--- src/rtl/fetch_unit_pkg.sv ---
// Shared types and constants for the instruction fetch stage.
// Contents: fetch FSM state encoding, PC increment, FIFO entry layout,
// and a word-alignment helper.
package fetch_unit_pkg;

  localparam int unsigned XLEN   = 32;
  localparam logic [31:0] PC_INC = 32'd4;

  typedef enum logic [1:0] {
    FETCH_ST_FETCH   = 2'd0,
    FETCH_ST_DISCARD = 2'd1,
    FETCH_ST_HALT    = 2'd2
  } fetch_state_e;

  // One buffered instruction together with the PC it was fetched from.
  typedef struct packed {
    logic [XLEN-1:0] pc;
    logic [XLEN-1:0] instr;
  } fetch_entry_t;

  // Clear the byte-offset bits of an address.
  function automatic logic [XLEN-1:0] word_align(input logic [XLEN-1:0] addr);
    return addr & ~32'h0000_0003;
  endfunction

endpackage

--- src/rtl/fetch_unit_fifo.sv ---
// Synchronous FIFO holding {pc, instr} entries between fetch and decode.
// Ports:
//   clk_i, rst_i      clock, synchronous active-high reset
//   push_i, wdata_i   write an entry (ignored when full unless popping)
//   pop_i             remove the head entry (ignored when empty)
//   flush_i           drop all entries; overrides push/pop
//   rdata_o           head entry
//   count_o, empty_o  occupancy
module fetch_unit_fifo
  import fetch_unit_pkg::*;
#(
  parameter int unsigned DEPTH = 2
) (
  input  logic                     clk_i,
  input  logic                     rst_i,
  input  logic                     push_i,
  input  logic                     pop_i,
  input  logic                     flush_i,
  input  fetch_entry_t             wdata_i,
  output fetch_entry_t             rdata_o,
  output logic [$clog2(DEPTH):0]   count_o,
  output logic                     empty_o
);

  localparam int unsigned AW = $clog2(DEPTH);
  localparam int unsigned CW = AW + 1;

  fetch_entry_t    mem_q [DEPTH];
  logic [AW-1:0]   wr_ptr_q;
  logic [AW-1:0]   rd_ptr_q;
  logic [CW-1:0]   count_q;
  logic            full;
  logic            do_push;
  logic            do_pop;

  assign full    = (count_q == CW'(DEPTH));
  assign empty_o = (count_q == '0);
  assign count_o = count_q;
  assign rdata_o = mem_q[rd_ptr_q];

  // A push into a full FIFO is allowed only when the head leaves the same cycle.
  assign do_push = push_i && (!full || pop_i);
  assign do_pop  = pop_i && !empty_o;

  // Pointer and occupancy update; DEPTH is a power of two so pointers wrap naturally.
  always_ff @(posedge clk_i) begin
    if (rst_i || flush_i) begin
      wr_ptr_q <= '0;
      rd_ptr_q <= '0;
      count_q  <= '0;
    end else begin
      if (do_push) wr_ptr_q <= wr_ptr_q + AW'(1);
      if (do_pop)  rd_ptr_q <= rd_ptr_q + AW'(1);
      count_q <= count_q + CW'(do_push) - CW'(do_pop);
    end
  end

  // Storage array, no reset needed: contents are only observed when count_q != 0.
  always_ff @(posedge clk_i) begin
    if (do_push && !flush_i) mem_q[wr_ptr_q] <= wdata_i;
  end

endmodule

--- src/rtl/fetch_unit.sv ---
// Instruction fetch stage: holds the PC, issues one-outstanding word requests
// to instruction memory, buffers returned words with their PC and presents
// them to decode with valid/ready. Taken branches flush and redirect.
// Optional feature macro: FETCH_MISALIGN_TRAP_EN (misaligned redirect halts
// fetch and raises a sticky fault; otherwise the target is word-aligned).
// Ports:
//   clk_i, rst_i                   clock, synchronous active-high reset
//   imem_req_o/imem_addr_o         fetch request, word address
//   imem_ack_i/imem_rdata_i        memory response
//   branch_taken_i/branch_target_i redirect from execute
//   instr_o/pc_o/valid_o/ready_i   decode interface
//   fetch_fault_o                  misaligned redirect fault
module fetch_unit
  import fetch_unit_pkg::*;
#(
  parameter logic [31:0] RESET_PC   = 32'h0000_0000,
  parameter int unsigned FIFO_DEPTH = 2
) (
  input  logic        clk_i,
  input  logic        rst_i,
  output logic        imem_req_o,
  output logic [31:0] imem_addr_o,
  input  logic        imem_ack_i,
  input  logic [31:0] imem_rdata_i,
  input  logic        branch_taken_i,
  input  logic [31:0] branch_target_i,
  output logic [31:0] instr_o,
  output logic [31:0] pc_o,
  output logic        valid_o,
  input  logic        ready_i,
  output logic        fetch_fault_o
);

  localparam int unsigned CW = $clog2(FIFO_DEPTH) + 1;

  fetch_state_e  state_q;
  logic [31:0]   pc_q;
  logic [31:0]   redir_q;
  logic          req_q;
  fetch_entry_t  hold_q;

  fetch_entry_t  head;
  fetch_entry_t  wdata_c;
  logic [CW-1:0] count;
  logic [CW-1:0] count_nxt_c;
  logic          empty;
  logic          ack_fire_c;
  logic          push_c;
  logic          pop_c;
  logic [31:0]   tgt_c;

  assign ack_fire_c  = req_q && imem_ack_i;
  assign push_c      = ack_fire_c && (state_q == FETCH_ST_FETCH) && !branch_taken_i;
  assign pop_c       = valid_o && ready_i;
  assign count_nxt_c = count + CW'(push_c) - CW'(pop_c);
  assign tgt_c       = word_align(branch_target_i);
  assign wdata_c     = '{pc: pc_q, instr: imem_rdata_i};

  assign imem_req_o  = req_q;
  assign imem_addr_o = pc_q;
  assign valid_o     = !empty;
  // When the buffer is empty the last presented entry stays on the outputs.
  assign instr_o     = valid_o ? head.instr : hold_q.instr;
  assign pc_o        = valid_o ? head.pc    : hold_q.pc;

`ifdef FETCH_MISALIGN_TRAP_EN
  logic fault_q;
  logic misalign_c;
  assign misalign_c    = (branch_target_i[1:0] != 2'b00);
  assign fetch_fault_o = fault_q;
`else
  assign fetch_fault_o = 1'b0;
`endif

  fetch_unit_fifo #(
    .DEPTH (FIFO_DEPTH)
  ) u_fifo (
    .clk_i   (clk_i),
    .rst_i   (rst_i),
    .push_i  (push_c),
    .pop_i   (pop_c),
    .flush_i (branch_taken_i),
    .wdata_i (wdata_c),
    .rdata_o (head),
    .count_o (count),
    .empty_o (empty)
  );

  // PC, request and redirect state machine.
  always_ff @(posedge clk_i) begin
    if (rst_i) begin
      state_q <= FETCH_ST_FETCH;
      pc_q    <= RESET_PC;
      redir_q <= RESET_PC;
      req_q   <= 1'b0;
      hold_q  <= '0;
`ifdef FETCH_MISALIGN_TRAP_EN
      fault_q <= 1'b0;
`endif
    end else begin
      if (valid_o) hold_q <= head;

      unique case (state_q)
        FETCH_ST_FETCH: begin
          if (branch_taken_i) begin
`ifdef FETCH_MISALIGN_TRAP_EN
            if (misalign_c) begin
              // Request may still be in flight: keep it up until its ack.
              state_q   <= FETCH_ST_HALT;
              req_q     <= req_q && !imem_ack_i;
              fault_q   <= 1'b1;
              hold_q.pc <= branch_target_i;
            end else
`endif
            if (req_q && !imem_ack_i) begin
              // Address must stay stable until the stale request is acked.
              state_q <= FETCH_ST_DISCARD;
              redir_q <= tgt_c;
            end else begin
              pc_q  <= tgt_c;
              req_q <= 1'b1;
            end
          end else begin
            if (ack_fire_c) pc_q <= pc_q + PC_INC;
            req_q <= (count_nxt_c < CW'(FIFO_DEPTH));
          end
        end

        FETCH_ST_DISCARD: begin
`ifdef FETCH_MISALIGN_TRAP_EN
          if (branch_taken_i && misalign_c) begin
            state_q   <= FETCH_ST_HALT;
            req_q     <= !imem_ack_i;
            fault_q   <= 1'b1;
            hold_q.pc <= branch_target_i;
          end else
`endif
          if (imem_ack_i) begin
            // Stale data is dropped; the newest redirect target wins.
            state_q <= FETCH_ST_FETCH;
            pc_q    <= branch_taken_i ? tgt_c : redir_q;
            req_q   <= 1'b1;
          end else if (branch_taken_i) begin
            redir_q <= tgt_c;
          end
        end

`ifdef FETCH_MISALIGN_TRAP_EN
        FETCH_ST_HALT: begin
          req_q <= req_q && !imem_ack_i;
        end
`endif

        default: begin
          state_q <= FETCH_ST_FETCH;
        end
      endcase
    end
  end

endmodule
--- config.mk ---
export PLATFORM = sky130hd
export DESIGN_NAME = fetch_unit
export DESIGN_NICKNAME = d
export VERILOG_FILES = /design/src/rtl/fetch_unit_pkg.sv /design/src/rtl/fetch_unit_fifo.sv /design/src/rtl/fetch_unit.sv
export SDC_FILE = /design/constraint.sdc
export NUM_CORES = 1
export LEC_CHECK = 0
export BUFFER_PORTS_ARGS = -buffer_cell sky130_fd_sc_hd__buf_2
export CORE_AREA = 2 2 148 150
export CTS_BUF_LIST = sky130_fd_sc_hd__clkbuf_16
export DETAILED_ROUTE_END_ITERATION = 10
export DIE_AREA = 0 0 150 152
export PLACE_DENSITY = 0.75
export SLEW_MARGIN = 20
export SYNTH_ARGS = -nofsm -noshare
export SYNTH_HDL_FRONTEND = slang
export SYNTH_SLANG_ARGS = --single-unit
export TNS_END_PERCENT = 100
--- constraint.sdc ---
create_clock -name clk_i -period 4.6 [get_ports clk_i]
set_input_delay 0.46 -clock clk_i [delete_from_list [all_inputs] [get_ports clk_i]]
set_output_delay 0.46 -clock clk_i [all_outputs]
set_load 0.005 [all_outputs]
==> results.toml <==
[layout]
finalCoreUtilization_pct = 58.8
drive_gt1_share_pct = 20.0
num_antenna_cells = 0
fin_cells = 1432
syn2layout_area_growth_pct = 18.0
multi_input_area_um2 = 3800
seq_area_um2 = 6550
nets = 1204
fillers = 1805

[power_and_ir_drop]
comb_power_share_pct = 7.1
power_frac_seq_pct = 51.1
clkPwrFrac_pct = 41.8
ir_worst_vdd_mv = 0.214
switching_share_pct = 23.1
power_mw = 5.09
power_density_nw_per_um2 = 406
p_sw_mw = 1.18
p_leak_nw = 4.69
power.internal_mw = 3.92

[clock_tree]
h-tree-depth = 1
clock-sinks = 263
cts.path.max_buffers = 3
cts.clk_slew.worst_paths_ps = 60
post_cts.repair.setup_buffers = 0
cts_hold_buf = 0
clk_latency_ps = 530
cts_tree = "done"
cts_resized = 0
cts-root-buf = "clkbuf_16"
cts_buffers = 27

[logic_synthesis]
syn_nets = 1065
yosysTopAreaCell = "edfxtp_1"
synth_area_leaders = "edfxtp_1, dfxtp_1, mux2i_1"
yosysSeqAreaShare_pct = 61.6
syn-cell-area_um2 = 10600
avgSynthCellArea_um2 = 10.7
synth_edf_count = 128
synth.most_common_cell = "nand2_1"
yosys_warnings = 0
synthCells = 992
async_flop_share_pct = 0
synth.top_cell.area_share_pct = 36.1
synthTopCellsByCount = "nand2_1, dfxtp_1, edfxtp_1"
synthDistinctLibCells = 55
ys.flop_type = "dfxtp_1"
synth_seq_cells = 263

[setup_path]
max_stage_delay_ps = 600
worstPathMaxFanout = 52
cp-start-kind = "flip-flop"
critPathKind = "flip-flop to primary output"
critPathArrivalTime_ps = 2460
critPathRequiredTime_ps = 4140
worst-path-buf-inv = 2
crit_slowest_cell = "nor2_4"
endpoint_kind = "primary output"
crit_family = "buffers and inverters"
crit_chain = "nor2_4 -> buf_4 -> o21ai_0 -> buf_2"

[timing]
setup_tns_ps = 0
drv_slew = 0
maxSlewHeadroom_pct = 28.9
hold_viol_final = 0
finClkSkew_ps = 20.9
post-route-period-util_pct = 63.5
timing.fmax_mhz = 343
worst_pin_slew_ps = 1060
post-route-min-period_ps = 2920
rsz0062_at_grt = "false"
setup_viol = 0

[floorplanning]
row_count = 54
dieArea_um2 = 22800
start_util_pct = 49.8
core-area_um2 = 21400
ioPinCount = 168
die_h_um = 152
dieWidth_um = 150

[place]
io_buffers = 164
dp_hpwl_um = 15500
dp_cells = 1382
routabilityCongestion = 0.838

[global_routing]
first_global_vias = 7409
grtUsageTotal_pct = 20.9
grt_max_degree = 91
antenna_found_initial = 0
grt_pass1_wl_um = 38800
grt_overflow = 0

[route]
top_layer = "met4"
first_iter_violations = 539
vias = 7711
wl_met1_um = 11000
vias_per_cell = 5.38
wl_per_cell_um = 16.8
remaining_drc_errors = 0
dr_wl_met3_um = 1400
wl_um = 24100
drtPass1Iterations = 5
met2_length_um = 11100
drtAntennaViolNets = 0

[run_status]
status = "finished clean"

[job]
cap_violations = 0

[hold_path]
hold_path.class = "input port to flip-flop"
-- cells by family (layout without fill, tap and decap cells) --
logic type	after synthesis	after routing	synth area share, %
fa+ha+maj	4	4	0.471
simple gates	356	356	16.5
other cells	1	1	0.0353
mux	70	70	6.60
flops	263	263	61.6
xor+xnor	9	9	0.741
buf+inv	79	239	2.92
compound gates	210	210	11.2
-- placed cells by master, fill, tap and decap left out, drive strengths merged, types with 3 or more instances in the layout --
cell type / instances
a211oi: 7
a21oi: 60
a221oi: 3
a31oi: 9
a41oi: 3
and2: 5
and3: 6
buf: 176
bufinv: 3
clkbuf: 27
clkinv: 11
dfxtp: 135
edfxtp: 128
ha: 4
inv: 22
mux2i: 69
nand2: 177
nand3: 18
nand4: 10
nor2: 28
nor2b: 67
nor3: 20
nor3b: 4
nor4: 13
o211ai: 7
o21ai: 102
xnor2: 7
-- worst register-to-register path, cell delays in order, from the launching register on --
cell and delay [ps]:
dfxtp_1 330, nor2_1 610, nand3_1 230, a21oi_1 340, nor2b_4 650, buf_4 380
-- flip-flops by register name, summed over array words and instances (netlist names), named ones only --
signal           flops
u_fifo.wr_ptr_q      1
u_fifo.rd_ptr_q      1
imem_addr_o         32
u_fifo.count_o       2
hold_q              64
u_fifo.mem_q       128
imem_req_o           1
state_q              1
redir_q             32
-- final timing paths --
path,startpoint,end,slack [ps],cells past startpoint
max,u_fifo.count_o[1],pc_o[29],1680,4
min,imem_rdata_i[19],u_fifo.mem_q[0][19],110,1
min reg2reg,redir_q[28],redir_q[28],450,2
max reg2reg,state_q[0],u_fifo.mem_q[0][23],1750,5
-- per-layer routing --
layer | GRT usage [%] | up-vias
li1 | - | 3814
met3 | 3.36 | 45
met5 | 0 | -
met1 | 30.4 | 3621
met2 | 32.2 | 231
met4 | 6.69 | 0
-- final cells by class --
class,instances,share of cell area [%]
Clock buffer,27,5.38
Timing Repair Buffer,176,7.38
Multi-Input combinational cell,650,30.3
Clock inverter,23,1.59
Inverter,13,0.389
Tap cell,280,2.79
Sequential cell,263,52.2
-- power groups by stage --
stage	sequential, mW	combinational [mW]	clock [mW]
6_report	2.60	0.363	2.13
5_1_grt	2.61	0.408	2.26
4_1_cts	2.60	0.365	2.17
3_5_place_dp	2.65	0.362	0
3_3_place_gp	2.65	0.354	0
2_1_floorplan	2.63	0.216	0
-- stage by stage --
stage	instance area (µm²)	setup WS (ps)	hold slack, ps
detailed placement	11700	1410	442
CTS	12600	1580	94.1
global route	12600	1350	94.1
finish	12600	1680	112
floorplan	10600	40.1	432
global placement	11700	1470	437
No activity file was read; power rests on OpenSTA's default activity.
